==> config.mk <==
export PLATFORM = sky130hd
export DESIGN_NAME = stopwatch_core_flat
export DESIGN_NICKNAME = d
export VERILOG_FILES = /design/src/rtl/stopwatch_core_if.sv /design/src/rtl/stopwatch_core.sv /design/src/flat_wrapper.sv
export SDC_FILE = /design/constraint.sdc
export NUM_CORES = 1
export LEC_CHECK = 0
export BUFFER_PORTS_ARGS = -buffer_cell sky130_fd_sc_hd__buf_2
export CAP_MARGIN = 20
export CORE_UTILIZATION = 30
export DETAILED_ROUTE_END_ITERATION = 10
export SLEW_MARGIN = 20
export SYNTH_ARGS = -nofsm -noshare
export SYNTH_HDL_FRONTEND = slang
export SYNTH_SLANG_ARGS = --single-unit
==> constraint.sdc <==
create_clock -name clk -period 2.2 [get_ports clk]
set_input_delay 0.44 -clock clk [delete_from_list [all_inputs] [get_ports clk]]
set_output_delay 0.44 -clock clk [all_outputs]
set_load 0.005 [all_outputs]
==> src/rtl/stopwatch_core_if.sv <==
// Control/display bundle between the stopwatch core and its environment:
// tick and button inputs in, registered time and status out.
interface stopwatch_core_if;
    logic       tick_1hz;
    logic       tick_2hz;
    logic       pause_btn;
    logic       clear_btn;
    logic       adj;
    logic       sel;
    logic [7:0] minutes;
    logic [7:0] seconds;
    logic       running;
    logic       blink;

    modport master (
        output tick_1hz, tick_2hz, pause_btn, clear_btn, adj, sel,
        input  minutes, seconds, running, blink
    );

    modport slave (
        input  tick_1hz, tick_2hz, pause_btn, clear_btn, adj, sel,
        output minutes, seconds, running, blink
    );
endinterface

==> src/rtl/stopwatch_core.sv <==
// Minutes:seconds stopwatch with run/pause, clear and a per-field adjust mode.
// All decisions are taken from the current state and the inputs sampled at the same edge.
module stopwatch_core #(
    parameter int MAX_MIN = 59
) (
    input logic             clk,
    input logic             rst,
    stopwatch_core_if.slave sw
);
    typedef enum logic [1:0] {PAUSED, RUN, ADJUST} state_t;

    localparam logic [7:0] MAX_M = 8'(MAX_MIN);
    localparam logic [7:0] MAX_S = 8'd59;

    state_t     state, state_nxt;
    logic       pause_prev, clear_prev;
    logic       pause_edge, clear_edge;
    logic [7:0] min_q, sec_q, min_nxt, sec_nxt;
    logic       blink_q, blink_nxt, running_q;

    function automatic logic [7:0] inc_wrap(input logic [7:0] v, input logic [7:0] top);
        return (v >= top) ? 8'd0 : v + 8'd1;
    endfunction

    assign pause_edge = sw.pause_btn & ~pause_prev;
    assign clear_edge = sw.clear_btn & ~clear_prev;

    always_ff @(posedge clk or posedge rst) begin
        if (rst) begin
            state      <= PAUSED;
            pause_prev <= 1'b0;
            clear_prev <= 1'b0;
        end else begin
            state      <= state_nxt;
            pause_prev <= sw.pause_btn;
            clear_prev <= sw.clear_btn;
        end
    end

    // adj dominates; pause edges are only honoured outside adjust mode
    always_comb begin
        state_nxt = state;
        if (sw.adj) begin
            state_nxt = ADJUST;
        end else begin
            case (state)
                ADJUST:  state_nxt = PAUSED;
                RUN:     state_nxt = pause_edge ? PAUSED : RUN;
                PAUSED:  state_nxt = pause_edge ? RUN : PAUSED;
                default: state_nxt = PAUSED;
            endcase
        end
    end

    always_comb begin
        min_nxt   = min_q;
        sec_nxt   = sec_q;
        blink_nxt = 1'b0;
        if (clear_edge) begin
            min_nxt = 8'd0;
            sec_nxt = 8'd0;
        end else if (state == RUN && sw.tick_1hz) begin
            sec_nxt = inc_wrap(sec_q, MAX_S);
            if (sec_q >= MAX_S)
                min_nxt = inc_wrap(min_q, MAX_M);
        end else if (state == ADJUST && sw.tick_2hz) begin
            if (sw.sel)
                sec_nxt = inc_wrap(sec_q, MAX_S);
            else
                min_nxt = inc_wrap(min_q, MAX_M);
        end
        // blink only survives while staying in adjust mode
        if (state == ADJUST && sw.adj)
            blink_nxt = blink_q ^ sw.tick_2hz;
    end

    always_ff @(posedge clk or posedge rst) begin
        if (rst) begin
            min_q     <= 8'd0;
            sec_q     <= 8'd0;
            blink_q   <= 1'b0;
            running_q <= 1'b0;
        end else begin
            min_q     <= min_nxt;
            sec_q     <= sec_nxt;
            blink_q   <= blink_nxt;
            running_q <= (state_nxt == RUN);
        end
    end

    assign sw.minutes = min_q;
    assign sw.seconds = sec_q;
    assign sw.running = running_q;
    assign sw.blink   = blink_q;
endmodule

==> src/flat_wrapper.sv <==
// flat-port wrapper written by rule: the top's interface ports become plain ports
module stopwatch_core_flat 
#(
    parameter int MAX_MIN = 59
)
  (clk, rst, sw_tick_1hz, sw_tick_2hz, sw_pause_btn, sw_clear_btn, sw_adj, sw_sel, sw_minutes, sw_seconds, sw_running, sw_blink);
  stopwatch_core_if sw_i ();
  input logic clk;
  input logic rst;
  input wire logic [$bits(sw_i.tick_1hz)-1:0] sw_tick_1hz;
  input wire logic [$bits(sw_i.tick_2hz)-1:0] sw_tick_2hz;
  input wire logic [$bits(sw_i.pause_btn)-1:0] sw_pause_btn;
  input wire logic [$bits(sw_i.clear_btn)-1:0] sw_clear_btn;
  input wire logic [$bits(sw_i.adj)-1:0] sw_adj;
  input wire logic [$bits(sw_i.sel)-1:0] sw_sel;
  output wire logic [$bits(sw_i.minutes)-1:0] sw_minutes;
  output wire logic [$bits(sw_i.seconds)-1:0] sw_seconds;
  output wire logic [$bits(sw_i.running)-1:0] sw_running;
  output wire logic [$bits(sw_i.blink)-1:0] sw_blink;
  assign sw_i.tick_1hz = sw_tick_1hz;
  assign sw_i.tick_2hz = sw_tick_2hz;
  assign sw_i.pause_btn = sw_pause_btn;
  assign sw_i.clear_btn = sw_clear_btn;
  assign sw_i.adj = sw_adj;
  assign sw_i.sel = sw_sel;
  assign sw_minutes = sw_i.minutes;
  assign sw_seconds = sw_i.seconds;
  assign sw_running = sw_i.running;
  assign sw_blink = sw_i.blink;
  stopwatch_core #(.MAX_MIN(MAX_MIN)) u_core (.clk(clk), .rst(rst), .sw(sw_i));
endmodule
* Word-level counts from Yosys, hierarchy flattened
Cells that the tools add are included.
W data, S select, Z words.
** Storage, ports and cells
- Bits in registers :: 22
- Output and inout bits :: 18
** Cells by class
- Add/subtract/negate cells :: 2
- Reductions and logical operators :: 8
- Equal/unequal tests :: 5
- Muxes and demuxes :: 16
- Order comparisons :: 2
- Bitwise logic cells :: 5
** Operators with widths (count)
- $mux W8 :: 11
- $add A8 B1 Y8 const B :: 2
- $ge A8 B6 Y1 const B :: 2
- $reduce_bool A3 Y1 :: 2
- $eq A2 B1 Y1 const B :: 2
- $pmux W2 S2 :: 1
- $logic_and A1 B1 Y1 :: 3
- $mux W1 :: 3
- $ne A3 B1 Y1 const B :: 1
- $ne A3 B2 Y1 const B :: 1
- $reduce_and A3 Y1 :: 1
- $and A1 B1 Y1 :: 2
- $eq A2 B2 Y1 const B :: 1
- $logic_not A2 Y1 :: 1
- $mux W2 :: 1
- $not A1 Y1 :: 2
- $reduce_and A2 Y1 :: 1
- $xor A1 B1 Y1 :: 1

* Depth between registers and ports, before layout
- Depth after elaboration :: 6
- Gate-level depth with buffers :: 6

* Least setup slack after synthesis
Ideal clock, no wire load.
- Kind :: register to register
- From :: register u_core.min_q[0] (netlist: u_core.sw.minutes[0])
- To :: register u_core.min_q[4] (netlist: u_core.sw.minutes[4])
- Path buffers :: 0
- Library setup time :: 0.065 ns
- Path slack :: 0.350 ns
- Data arrival time :: 1.785 ns
- Stages on the path, launching flop included :: 6
- Path through :: dfrtp_1 > ha_1 > o2111a_1 > or4_4 > a2111oi_1 > a211o_1
** On the way
- Cells in the longest elaborated chain, start to end :: 6
- Elaborated cells between the ends (all ways) :: 8
- Classes of those cells :: add/sub (1); order compare (1); mux (6)
** RTL lines
- start: declaration :: RTL line stopwatch_core.sv:18 : logic [7:0] min_q, sec_q, min_nxt, sec_nxt;
- start signal: assignment :: RTL line stopwatch_core.sv:84 : min_q <= min_nxt;
- $add A8 B1 Y8 or $ge A8 B6 Y1 (tied branches) :: RTL line stopwatch_core.sv:22 : return (v >= top) ? 8'd0 : v + 8'd1;
- $mux W8 (*) :: RTL line stopwatch_core.sv:22
- $mux W8 :: RTL line stopwatch_core.sv:67 : if (sw.sel)
- $mux W8 :: RTL line stopwatch_core.sv:66 : end else if (state == ADJUST && sw.tick_2hz) begin
- $mux W8 (*) :: RTL line stopwatch_core.sv:62 : end else if (state == RUN && sw.tick_1hz) begin
- $mux W8 (*) :: RTL line stopwatch_core.sv:59 : if (clear_edge) begin
Every way passes the cells marked *; elsewhere a longest branch is shown, timed or not. The select of a mux whose other input is x is not followed.
A chain may end at the register's enable or synchronous reset.

* Final worst setup path
Ends and elaborated chain as after synthesis.

==> results.md <==
- RSZ-0062 raised after global routing: no
- Fill count: 330
- Data required time at the worst endpoint: 2.46 ns
- Via density: 5.18
- Fin crit share: 0.911
- Max Root-Sink Buffers: 2
- Post-synth EDFFs: 0
- Die height: 59.8 um
- Layout Skew: 0.00699 ns
- Multi-input gate area: 468 um2
- Synthesized Nets: 100
- Placed cell count: 161
- Initial antenna violation count: 0
- # nets final: 132
- Worst slew pin tran: 0.801 ns
- IO Count: 26
- Later-pin clock latency in the skew report: 0.32 ns
- Area post-placement: 1200 um2
- M1 GR Usage: 0.176
- Worst EP arrival: 2.27 ns
- Via count: 854
- Starting DRT DRC Count: 24
- Max Clock Freq: 0.499 GHz
- Synth Area in Simple Gates: 0.222
- CP Class: reg -> reg
- Core area: 3100 um2
- Reg clk slew, reported paths: 0.12 ns
- Status: finished clean
- Yosys cell types: 40
- Full die area: 3580 um2
- Routed WL per cell: 13.0 um
- GR Overflow Total: 0
- Synth-to-layout area growth: 22.5%
- PostCTS Resize Cnt: 0
- Worst reg2reg path depth: 5
- CTS tree: yes
- CP Capture Type: flip-flop
- H-tree Lvls: 1
- M2 GR Usage: 0.203
- Critical path peak fanout: 5
- Post-Synth Adder-Cell Area: 0.0250
- Hold path depth: 1
- Mapped Cells: 90
- Total number of yosys warnings: 0
- Synth Register Bits: 21
- Final hold slack: 0.230 ns
- Total CTS buffers: 3
- Root buffer cell: clkbuf_4
- Maximum vdd drop: 0.228 mV
- FP Rows: 20
- # clock sinks: 21
- Pin count of the biggest net entering global routing: 22
- Setup_tns: 0 ns
- Initial Utilization: 0.323
- Pwr dens: 668 nW/um2
- Hold Crit Class: in -> reg
- WL final: 2150 um
- Antenna cells: 0
- Post-layout min period: 2.01 ns
- Post-synthesis compound-gate area fraction: 0.191
- Number of routed nets with antenna violations: 0
- Post-CTS Setup Inserts: 0
- Final cell count without fillers: 165
- CTS Hold Bufs: 0
- Mapped Area: 1000 um2
- First-pass GRT wire length: 3480 um
- Port bufs: 25
- Seq/Total Area, Yosys: 0.524
- Largest family of logic cells by synthesized area: simple AND/OR/NAND/NOR gates
- CP Launch Type: flip-flop
- Die Width: 59.8 um
- Slew Viols, Final: 0
- Placer Congestion: 0.894
- DP HPWL: 1600 um
- Share of cells above drive strength 1: 0.306
- GRT met3 Usage: 0.0260
- Max-slew headroom: 0.465
- Ys async rst share: 1.00
- All-Layer GR Usage: 0.135
- Leak: 0.629 nW
- Final Cell Area: 1230 um2
- Max Cap Viol: 0
- Drt drc: 0
- GR peak layer: met2
- Final hold vios: 0
- XOR/XNOR Fraction of Synth Area: 0.0175
- Avg Cell Area, Syn: 11.1 um2
- Final setup fails: 0
- Register area: 526 um2
- Drt pass-1 iters: 4
- Mux contribution to synthesized area: 0.0112
- Vias in the first global route: 770
- Synth Flop Type: dfrtp_1
==> per-stage QoR <==
step | setup WS (ns) | total power [mW] | utilization
after floorplan | 0.350 | 0.562 | -
after global placement | 0.311 | 0.629 | 0.387
after detailed placement | 0.210 | 0.634 | 0.387
after CTS | 0.177 | 0.825 | 0.396
after global routing | 0.0991 | 0.874 | 0.396
final | 0.195 | 0.819 | 0.396
==> layout make-up <==
cell class                      count  share of cell area
Sequential cell                    21               0.428
Multi-Input combinational cell     67               0.381
Timing Repair Buffer               28               0.120
Tap cell                           44              0.0449
Clock buffer                        3              0.0183
Clock inverter                      1             0.00408
Inverter                            1             0.00306
==> metal layers <==
layer	vias up	wire [um]
met2	19	1060
met1	419	982
met3	4	61
met4	0	46
met5	-	0
li1	412	-
==> cell usage after synthesis (2+ instances only) <==
| cell type | instances | share of area |
|---|---|---|
| nor2_1 | 4 | 0.015 |
| nor2b_1 | 4 | 0.025 |
| o2111a_1 | 2 | 0.022 |
| dfrtp_1 | 21 | 0.52 |
| o2bb2ai_1 | 2 | 0.017 |
| o21ai_0 | 4 | 0.020 |
| and2_1 | 2 | 0.012 |
| a221o_1 | 2 | 0.020 |
| nand2_1 | 4 | 0.015 |
| o22ai_1 | 2 | 0.012 |
| nand3_1 | 6 | 0.030 |
| a22o_1 | 2 | 0.017 |
| ha_1 | 2 | 0.025 |
| and3_1 | 5 | 0.031 |
| nor3_1 | 2 | 0.010 |
| or2_2 | 2 | 0.012 |
==> kinds of logic (layout without fill, tap and decap cells) <==
kind of cell / Yosys count / in the layout
and+or+nand+nor: 38 / 38
AOI/OAI and AO/OA: 24 / 24
DFF: 21 / 21
adders and majority gates: 2 / 2
xor gates and xnor gates: 2 / 2
buffers and inverters: 2 / 33
muxes: 1 / 1
==> where the power goes <==
group | leakage, nW | internal, mW | switching [mW]
sequential | 0.273 | 0.425 | 0.0470
combinational | 0.339 | 0.0802 | 0.0733
clock | 0.0177 | 0.0681 | 0.126
total | 0.629 | 0.573 | 0.246
==> registers in the layout (all words and copies together), names as in the netlist <==
register,cells
u_core.sw.blink,1
u_core.pause_prev,1
u_core.sw.seconds,8
u_core.sw.minutes,8
u_core.state,2
u_core.clear_prev,1
==> placed cells by master (no fill, tap or decap), types with 3 or more instances in the layout <==
cell type and count:
and3_1 5, nand2_1 4, buf_4 3, dfrtp_1 21, nand3_1 6, o21ai_0 4
nor2_1 4, clkbuf_4 3, buf_2 25, nor2b_1 4
==> worst max-delay path: stages, from the launching register on <==
cell       delay [ns]
dfrtp_1          0.43
ha_1             0.26
o2111a_1         0.25
or4_4            0.43
a2111oi_1        0.43
a211o_1          0.15
==> final timing paths <==
kind,start,to,slack [ns]
max in group asynchronous,rst,u_core.sw.minutes[7],1.45
worst min-delay path,sw_clear_btn,u_core.clear_prev,0.23
worst min register to register,u_core.state[1],u_core.state[0],0.48
worst max register to register,u_core.sw.minutes[0],u_core.sw.minutes[4],0.19
min in group asynchronous,rst,u_core.sw.seconds[6],0.25
worst max-delay path,u_core.sw.minutes[0],u_core.sw.minutes[4],0.19
Power figures use the tool's default switching activity.
